--- src/rtl/vnlp_pkg.sv ---
// Shared definitions for the vector norm processor list writer: sizes, float
// field slices, node header layout and the writer state encoding.
package vnlp_pkg;

    localparam int word_size   = 24;
    localparam int len_size    = 8;
    localparam int memory_size = 512;
    localparam int addr_size   = 9;

    localparam int SIGN_BIT = 23;
    localparam int EXP_HI   = 22;
    localparam int EXP_LO   = 15;
    localparam int MAN_HI   = 14;
    localparam int MAN_LO   = 0;

    // Node layout: next pointer, element count, then the elements
    localparam int NEXT_OFS = 0;
    localparam int LEN_OFS  = 1;
    localparam int ELEM_OFS = 2;

    typedef enum logic [2:0] {
        S_IDLE,
        S_DATA,
        S_LEN,
        S_LINK,
        S_NEXT,
        S_TERM,
        S_DONE
    } wr_state_e;

    function automatic logic is_zero_mag(input logic [word_size-1:0] w);
        return (w[EXP_HI:EXP_LO] == '0) && (w[MAN_HI:MAN_LO] == '0);
    endfunction

    // A zero magnitude already has all-zero low bits, so only the sign needs clearing
    function automatic logic [word_size-1:0] canon_zero(input logic [word_size-1:0] w);
        return {w[SIGN_BIT] & ~is_zero_mag(w), w[EXP_HI:MAN_LO]};
    endfunction

endpackage

--- src/rtl/vnlp_addr_check.sv ---
// Combinational address helper: element/next-node address (node+2+count) and
// length-word address, each with a flag saying it lies inside the memory.
module vnlp_addr_check
    import vnlp_pkg::*;
(
    input  logic [addr_size-1:0] node,
    input  logic [len_size-1:0]  count,
    output logic [addr_size-1:0] elem_addr,
    output logic                 elem_ok,
    output logic [addr_size-1:0] len_addr,
    output logic                 len_ok
);

    localparam int WIDE = addr_size + 1;

    // One extra bit so that sums past the top of memory are seen, not wrapped
    logic [WIDE-1:0] elem_sum;
    logic [WIDE-1:0] len_sum;

    always_comb begin
        elem_sum = WIDE'(node) + WIDE'(ELEM_OFS) + WIDE'(count);
        len_sum  = WIDE'(node) + WIDE'(LEN_OFS);
    end

    assign elem_addr = elem_sum[addr_size-1:0];
    assign elem_ok   = elem_sum < WIDE'(memory_size);
    assign len_addr  = len_sum[addr_size-1:0];
    assign len_ok    = len_sum < WIDE'(memory_size);

endmodule

--- src/rtl/vnlp_list_writer.sv ---
// Streams float elements into operand memory as a linked list of vector nodes.
// Optional VNLP_WR_CANON_ZERO_EN: elements of zero magnitude are written as +0.
module vnlp_list_writer
    import vnlp_pkg::*;
(
    input  logic                 clk,
    input  logic                 rst,
    input  logic                 start,
    input  logic [addr_size-1:0] base_addr,
    input  logic                 in_valid,
    output logic                 in_ready,
    input  logic [word_size-1:0] in_data,
    input  logic                 in_last,
    input  logic                 in_eol,
    output logic                 mem_we,
    output logic [addr_size-1:0] mem_addr,
    output logic [word_size-1:0] mem_wdata,
    output logic                 busy,
    output logic                 done,
    output logic                 err,
    output logic [addr_size-1:0] head_addr,
    output logic [len_size-1:0]  vec_count
);

    localparam logic [len_size-1:0] LEN_MAX = '1;

    wr_state_e            state_q, state_d;
    logic [addr_size-1:0] node_q, node_d;
    logic [addr_size-1:0] prev_q, prev_d;
    logic                 prev_valid_q, prev_valid_d;
    logic [len_size-1:0]  count_q, count_d;
    logic                 eol_q, eol_d;
    logic                 err_q, err_d;
    logic [addr_size-1:0] head_q, head_d;
    logic [len_size-1:0]  vec_q, vec_d;
    logic                 we_q, we_d;
    logic [addr_size-1:0] addr_q, addr_d;
    logic [word_size-1:0] wdata_q, wdata_d;
    logic                 done_q, done_d;

    logic [addr_size-1:0] elem_addr;
    logic                 elem_ok;
    logic [addr_size-1:0] len_addr;
    logic                 len_ok;
    logic [word_size-1:0] elem_word;

    vnlp_addr_check u_addr_check (
        .node      (node_q),
        .count     (count_q),
        .elem_addr (elem_addr),
        .elem_ok   (elem_ok),
        .len_addr  (len_addr),
        .len_ok    (len_ok)
    );

`ifdef VNLP_WR_CANON_ZERO_EN
    assign elem_word = canon_zero(in_data);
`else
    assign elem_word = in_data;
`endif

    always_ff @(posedge clk or posedge rst) begin
        if (rst) begin
            state_q      <= S_IDLE;
            node_q       <= '0;
            prev_q       <= '0;
            prev_valid_q <= 1'b0;
            count_q      <= '0;
            eol_q        <= 1'b0;
            err_q        <= 1'b0;
            head_q       <= '0;
            vec_q        <= '0;
            we_q         <= 1'b0;
            addr_q       <= '0;
            wdata_q      <= '0;
            done_q       <= 1'b0;
        end else begin
            state_q      <= state_d;
            node_q       <= node_d;
            prev_q       <= prev_d;
            prev_valid_q <= prev_valid_d;
            count_q      <= count_d;
            eol_q        <= eol_d;
            err_q        <= err_d;
            head_q       <= head_d;
            vec_q        <= vec_d;
            we_q         <= we_d;
            addr_q       <= addr_d;
            wdata_q      <= wdata_d;
            done_q       <= done_d;
        end
    end

    always_comb begin
        state_d      = state_q;
        node_d       = node_q;
        prev_d       = prev_q;
        prev_valid_d = prev_valid_q;
        count_d      = count_q;
        eol_d        = eol_q;
        err_d        = err_q;
        head_d       = head_q;
        vec_d        = vec_q;
        we_d         = 1'b0;
        addr_d       = addr_q;
        wdata_d      = wdata_q;
        done_d       = 1'b0;

        case (state_q)
            S_IDLE: begin
                if (start) begin
                    node_d       = base_addr;
                    head_d       = base_addr;
                    err_d        = 1'b0;
                    vec_d        = '0;
                    prev_valid_d = 1'b0;
                    count_d      = '0;
                    state_d      = S_DATA;
                end
            end
            S_DATA: begin
                if (in_valid) begin
                    // A 256th element or a write past the top of memory aborts the list
                    if (count_q == LEN_MAX || !elem_ok) begin
                        err_d   = 1'b1;
                        state_d = S_DONE;
                    end else begin
                        we_d    = 1'b1;
                        addr_d  = elem_addr;
                        wdata_d = elem_word;
                        count_d = count_q + len_size'(1);
                        if (in_last) begin
                            eol_d   = in_eol;
                            state_d = S_LEN;
                        end
                    end
                end
            end
            S_LEN: begin
                if (!len_ok) begin
                    err_d   = 1'b1;
                    state_d = S_DONE;
                end else begin
                    we_d    = 1'b1;
                    addr_d  = len_addr;
                    wdata_d = word_size'(count_q);
                    if (prev_valid_q)  state_d = S_LINK;
                    else if (eol_q)    state_d = S_TERM;
                    else               state_d = S_NEXT;
                end
            end
            S_LINK: begin
                we_d    = 1'b1;
                addr_d  = addr_size'(prev_q + addr_size'(NEXT_OFS));
                wdata_d = word_size'(node_q);
                state_d = eol_q ? S_TERM : S_NEXT;
            end
            S_NEXT: begin
                // The next node must start inside memory or its header could never be written
                if (!elem_ok) begin
                    err_d   = 1'b1;
                    state_d = S_DONE;
                end else begin
                    prev_d       = node_q;
                    node_d       = elem_addr;
                    count_d      = '0;
                    prev_valid_d = 1'b1;
                    vec_d        = vec_q + len_size'(1);
                    state_d      = S_DATA;
                end
            end
            S_TERM: begin
                we_d    = 1'b1;
                addr_d  = addr_size'(node_q + addr_size'(NEXT_OFS));
                wdata_d = '0;
                vec_d   = vec_q + len_size'(1);
                state_d = S_DONE;
            end
            S_DONE: begin
                done_d  = 1'b1;
                state_d = S_IDLE;
            end
            default: state_d = S_IDLE;
        endcase
    end

    assign in_ready  = (state_q == S_DATA);
    assign busy      = (state_q != S_IDLE) && (state_q != S_DONE);
    assign mem_we    = we_q;
    assign mem_addr  = addr_q;
    assign mem_wdata = wdata_q;
    assign done      = done_q;
    assign err       = err_q;
    assign head_addr = head_q;
    assign vec_count = vec_q;

endmodule
--- config.mk ---
export PLATFORM = sky130hd
export DESIGN_NAME = vnlp_list_writer
export DESIGN_NICKNAME = d
export VERILOG_FILES = /design/src/rtl/vnlp_pkg.sv /design/src/rtl/vnlp_addr_check.sv /design/src/rtl/vnlp_list_writer.sv
export SDC_FILE = /design/constraint.sdc
export NUM_CORES = 1
export LEC_CHECK = 0
export ABC_AREA = 1
export CAP_MARGIN = 30
export CORE_AREA = 8 8 115 117
export CTS_CLUSTER_SIZE = 14
export DETAILED_ROUTE_END_ITERATION = 8
export DIE_AREA = 0 0 123 125
export PLACE_DENSITY = 0.69
export SLEW_MARGIN = 30
export SYNTH_ARGS = -nofsm -noshare
export SYNTH_HDL_FRONTEND = slang
export SYNTH_SLANG_ARGS = --single-unit
--- constraint.sdc ---
create_clock -name clk -period 3.6 [get_ports clk]
set_input_delay 1.08 -clock clk [delete_from_list [all_inputs] [get_ports clk]]
set_output_delay 1.08 -clock clk [all_outputs]
set_load 0.02 [all_outputs]
[Word-level counts from Yosys, hierarchy flattened]
Cells that the tools add are included.
Word-level totals
  register bits after elaboration: 84
  word-level logic and storage cells: 98
  output and inout port bits: 55
  input port bits: 39
Cells by class
  reduce and logical (&&, ||, !) cells: 20
  order comparisons: 2
  equal/unequal tests: 17
  add/sub/neg operators: 5
  multiplexer cells: 40
  bitwise gates (word level): 1
Operators by type and width (count)
  24-bit one-hot mux with 4 select lines: 1
  24-bit two-way mux: 3
  8-bit one-hot mux with 3 select lines: 2
  9-bit two-way mux: 5
  8-bit two-way mux: 5
  9-bit one-hot mux with 4 select lines: 1
  3-bit two-way mux: 7
  10-bit less-than comparator, second input constant: 2
  3-bit one-hot mux with 6 select lines: 1
  9-bit one-hot mux with 2 select lines: 1
  8-bit by 1-bit adder with 8-bit output, second input constant: 2
  2-bit inequality test, second input constant: 7
  1-bit two-way mux: 11
  10-bit by 8-bit adder with 10-bit output: 1
  9-bit by 1-bit adder with 10-bit output, second input constant: 1
  9-bit by 2-bit adder with 10-bit output, second input constant: 1
  3-bit == test, second input constant: 3
  3-bit AND reduction: 3
  3-bit nonzero test: 3
  8-bit == test, second input constant: 1
  4-bit AND reduction: 2
  4-bit nonzero test: 2
  3-bit by 2-bit == test with 1-bit output, second input constant: 2
  6-bit AND reduction: 1
  other kinds (16): 17

[Depth between registers and ports, before layout]
  depth after elaboration: 8
  mapped depth: 15
  gate-level depth less buffers: 15

[Hierarchy]
From an unflattened synthesis, not the netlist that was laid out.
Unflattened totals
  cells, all modules: 691
  area, all modules: 5139.9 um2
By module, submodules not included
  vnlp_list_writer: times used 1, seq. area each 2102.0 um2, cells an instance 587, area an instance 4470.5 um2
  vnlp_addr_check: times used 1, seq. area each 0.0 um2, cells an instance 104, area an instance 669.4 um2

[Least setup slack after synthesis]
Ideal clock, no wire load.
  path kind: reg2reg
  start: register node_q[1]
  end: register wdata_q[3] (netlist: mem_wdata[3])
  data arrival time: 2336 ps
  clock period less this slack: 2453 ps
  data required time: 3483 ps
  cell stages (with the launch flop): 15
  path buffers: 1
  slack: 1147 ps
  setup time: 117 ps
  cells stage by stage: dfrtp_1 inv_1 ha_1 inv_1 ha_1 fa_1 nand2_1 nand2_1 nand3_2 nand3_2 o21bai_4 nand2_4 buf_4 nand2_1 nand2_1
On the way
  longest elaborated chain between the ends: 7
  elaborated cells on any way between the ends: 10
  classes of those cells: add/sub: 3; order compare: 2; eq/ne: 2; reduce/logical: 3
Ends and longest elaborated chain
  start, declared: RTL line vnlp_list_writer.sv:28  | logic [addr_size-1:0] node_q, node_d;
  start signal, assigned: RTL line vnlp_list_writer.sv:79  | node_q <= node_d;
  9-bit by 2-bit adder with 10-bit output: RTL line vnlp_addr_check.sv:21  | elem_sum = WIDE'(node) + WIDE'(ELEM_OFS) + WIDE'(count);
  10-bit by 8-bit adder with 10-bit output: RTL line vnlp_addr_check.sv:21
  10-bit less-than comparator: RTL line vnlp_addr_check.sv:26  | assign elem_ok = elem_sum < WIDE'(memory_size);
  1-bit zero test
  1-bit logical OR: RTL line vnlp_list_writer.sv:124  | if (count_q == LEN_MAX || !elem_ok) begin
  2-bit inequality test (no line)
  4-bit AND reduction (no line) (*)
  end signal, assigned: RTL line vnlp_list_writer.sv:89  | wdata_q <= wdata_d;
  end, declared: RTL line vnlp_list_writer.sv:38  | logic [word_size-1:0] wdata_q, wdata_d;
Every way passes the cells marked *; elsewhere a longest branch is shown, timed or not.
A chain may end at the register's enable or synchronous reset.

[Final worst setup path]
  start: register state_q[0]
  end: output in_ready
On the way
  longest elaborated chain between the ends: 1
Ends and longest elaborated chain
  start, declared: RTL line vnlp_list_writer.sv:27  | wr_state_e state_q, state_d;
  start signal, assigned: RTL line vnlp_list_writer.sv:78  | state_q <= state_d;
  3-bit by 1-bit == test with 1-bit output: RTL line vnlp_list_writer.sv:187  | assign in_ready = (state_q == S_DATA);
  end, declared: RTL line vnlp_list_writer.sv:11  | output logic in_ready,
Every way passes these cells.

==> summary.txt <==
Pwr
  • Pleak: 3.25 nW
  • Maximum VDD drop: 0.000395 V
  • Sequential power share: 30.0%
  • Int Pwr: 2.86 mW
  • Logic pwr share: 53.2%
  • Switch Pwr: 2.45 mW
  • Switching Share: 46.1%
  • Total power density per cell area: 839 nW/um^2
  • Clk pwr share: 16.8%

Logic synthesis
  • Syn nets: 731
  • Yosys warnings: 0
  • Post-Syn Instances: 672
  • Mapped cell area: 4980 um^2
  • Avg Inst Size Synth: 7.42 um^2
  • Area leader, netlist: dfrtp_1
  • Share of the synthesized area in the top cell type: 42.2%
  • Register bit total from synthesis: 84
  • Yosys cell types: 39
  • Sequential element share of the synthesized area: 42.2%
  • Top cells by area, synth: dfrtp_1, nand2_1, inv_1

Finish
  • Area of the multi-input gates: 2470 um^2
  • Final std cells w/o fill: 917
  • Commonest non-fill, non-tap cell in the layout: nand2_1
  • Most frequent cells in the layout: nand2_1, clkdlybuf4s50_1, dfrtp_1
  • Antenna diode count: 0
  • P&R area growth vs syn: 27.1%
  • Sequential Area: 2100 um^2
  • Nets: 824
  • Fillers: 1096
  • Fraction of layout cells with a size suffix above 1: 6.88%

Timing
  • Worst slew margin: 53.1%
  • Final hold viol count: 0
  • F_max: 327 MHz
  • Fin crit share: 84.9%
  • Setup TNS: 0 ns
  • Final Slew Violations: 0
  • Crit path time final: 3.06 ns
  • Setup violations, final: 0
  • RSZ-0062 raised after global routing: no
  • Slew at the pin with the worst max-slew slack: 0.703 ns
  • Clock skew: 0.00731 ns

Critical path
  • CP Max Fanout: 8
  • Critical path required time: 2.52 ns
  • Internal reg-to-reg setup slack: 0.59 ns
  • CP bufs+invs: 1
  • Crit-path leading delay family: buffers and inverters
  • Worst R2R Start: node_q[1]
  • Setup crit end kind: output pin
  • CP Class: reg2out
  • Worst r2r dst: vec_count[1]
  • Max stage delay on crit path: 0.67 ns
  • CP Data Arrival Time: 1.98 ns
  • CP startpoint kind: flip-flop
  • Worst r2r path cells: 14
  • Slowest CP cell: clkdlybuf4s50_1
  • Crit-path cells: nand2_2 > nor2_4 > clkdlybuf4s50_1

Global routing
  • First-pass GRT wire length: 23.1 mm
  • Largest net degree at the start of global routing: 48
  • Congestion Overflow GR: 0
  • Vias in the first global route: 4547
  • Initial antenna violation count: 0
  • GRT Total Usage: 18.9%

Clocking
  • Worst-path clk slew: 0.06 ns
  • CTS tree: yes
  • Post-cts resize count: 0
  • Postcts setup bufs: 0
  • Skew-Pair Late Insertion Delay: 0.35 ns
  • CTS Hold Bufs: 0
  • Num CTS Buffers: 9
  • Level count of the clock H-tree: 3
  • CTS max path bufs: 2
  • # clock sinks: 84
  • Clk Tree Root Cell: clkbuf_16

Floorplanning
  • Placeable Area: 11600 um^2
  • Full die area: 15400 um^2
  • I/O Pins: 94
  • Site Rows: 40
  • Starting Density: 42.9%
  • Die width: 123 um
  • Die Ht: 125 um

Placed design
  • Placed cells: 901
  • Hpwl dp: 10.6 mm
  • Placer Congestion: 0.951
  • PortBufs: 93

Flow run
  • Max Cap Viol: 0

Routing
  • Vias per inst: 5.15
  • Final WL: 14.2 mm
  • Vias: 4719
  • Routed len/inst: 15.5 um
  • # DRC: 0
  • Routed Antenna Nets: 0
  • DRT Pass-1 Iters: 5
  • Iter 0 DRT Violations: 430

Worst hold path
  • Hold_sp: head_addr[0]
  • Hold Path Depth: 2
  • Hold Crit Class: reg2reg
  • Hold endpoint: head_addr[0]

Outcome
  • Outcome: complete, no violations
==> power groups by stage <==
| stage | combinational, mW | clock, mW | sequential [mW] |
|---|---|---|---|
| 2_1_floorplan | 1.63 | 0 | 1.80 |
| 3_3_place_gp | 2.79 | 0 | 1.59 |
| 3_5_place_dp | 2.83 | 0 | 1.60 |
| 4_1_cts | 2.84 | 0.912 | 1.59 |
| 5_1_grt | 3.13 | 0.958 | 1.64 |
| 6_report | 2.83 | 0.894 | 1.59 |
==> tightest hold or removal path, stage by stage, from the launching register on <==
cell and delay [ns]:
dfrtp_1 0.34, nand2_1 0.05, nand2_1 0.05
==> synthesized netlist by cell type <==
cell       instances
nand2_1          266
dfrtp_1           84
inv_1             74
nor2_1            48
nand3_1           35
o21ai_0           34
ha_1              19
a21oi_1           16
buf_2              7
inv_2              7
nand3b_1           7
xor2_1             7
nand3_2            6
nand4_1            6
a22oi_1            5
buf_4              5
nand2_2            4
nor2_4             4
o221ai_1           4
nor3_1             3
o211ai_1           3
o21ai_1            3
o22ai_1            3
a31oi_1            2
buf_6              2
clkbuf_1           2
nand2_4            2
nor2_2             2
o2111ai_1          2
a21oi_2            1
a21oi_4            1
fa_1               1
nand4_4            1
nor2_8             1
nor3b_1            1
o21a_1             1
o21ai_4            1
o21bai_4           1
or2_1              1
==> sequential cells by signal, summed over array words and instances, names as in the netlist, 3 cells and up <==
register	cells
state_q	3
node_q	9
vec_count	8
count_q	8
mem_addr	9
prev_q	9
head_addr	9
mem_wdata	24
==> cell families after synthesis <==
logic type | count (synthesis) | synth area share, %
buf+inv | 97 | 8.16
compound gates | 77 | 9.57
flops | 84 | 42.2
simple gates | 387 | 33.7
fa+ha+maj | 20 | 5.17
xor+xnor | 7 | 1.23
==> worst max path at each step <==
stage / slack, ns / from / cells past startpoint / endpoint
final: 0.54 / state_q[0] / 3 / in_ready
after global routing: 0.32 / node_q[1] / 14 / vec_count[1]
after CTS: 0.53 / state_q[0] / 3 / in_ready
after detailed placement: 0.68 / node_q[1] / 14 / vec_count[1]
after global placement: 0.85 / node_q[1] / 14 / vec_count[7]
after floorplan: 0.35 / rst / 1 / count_q[0]
==> stage by stage <==
| step | worst slack [ns] | hold slack, ns | utilization [%] | area (um^2) | total power, mW |
|---|---|---|---|---|---|
| floorplan | 0.355 | 0.441 | - | 4980 | 3.43 |
| global placement | 0.847 | 0.457 | 52.1 | 6050 | 4.38 |
| detailed placement | 0.684 | 0.463 | 52.1 | 6050 | 4.43 |
| CTS | 0.526 | 0.478 | 54.6 | 6340 | 5.34 |
| global route | 0.320 | 0.495 | 54.6 | 6340 | 5.73 |
| finish | 0.542 | 0.475 | 54.6 | 6340 | 5.32 |
==> area by class of cell <==
type,instances,share of cell area (%)
well taps,147,2.90
clock buffers,11,3.99
repair buffers,98,15.5
clock inverters,5,0.573
flip-flops and latches,84,33.2
inverters,81,4.82
multi-input cells,491,39.1
==> layer usage <==
layer / routed length, um / part of all wire (%) / global-route usage [%] / vias to the layer above
li1: - / - / - / 2316
met1: 6460 / 45 / 25.9 / 2200
met2: 6380 / 45 / 28.1 / 179
met3: 1080 / 7.6 / 3.74 / 24
met4: 301 / 2.1 / 8.36 / 0
met5: 0 / 0 / 0 / -
(Power assumes the default switching activity.)
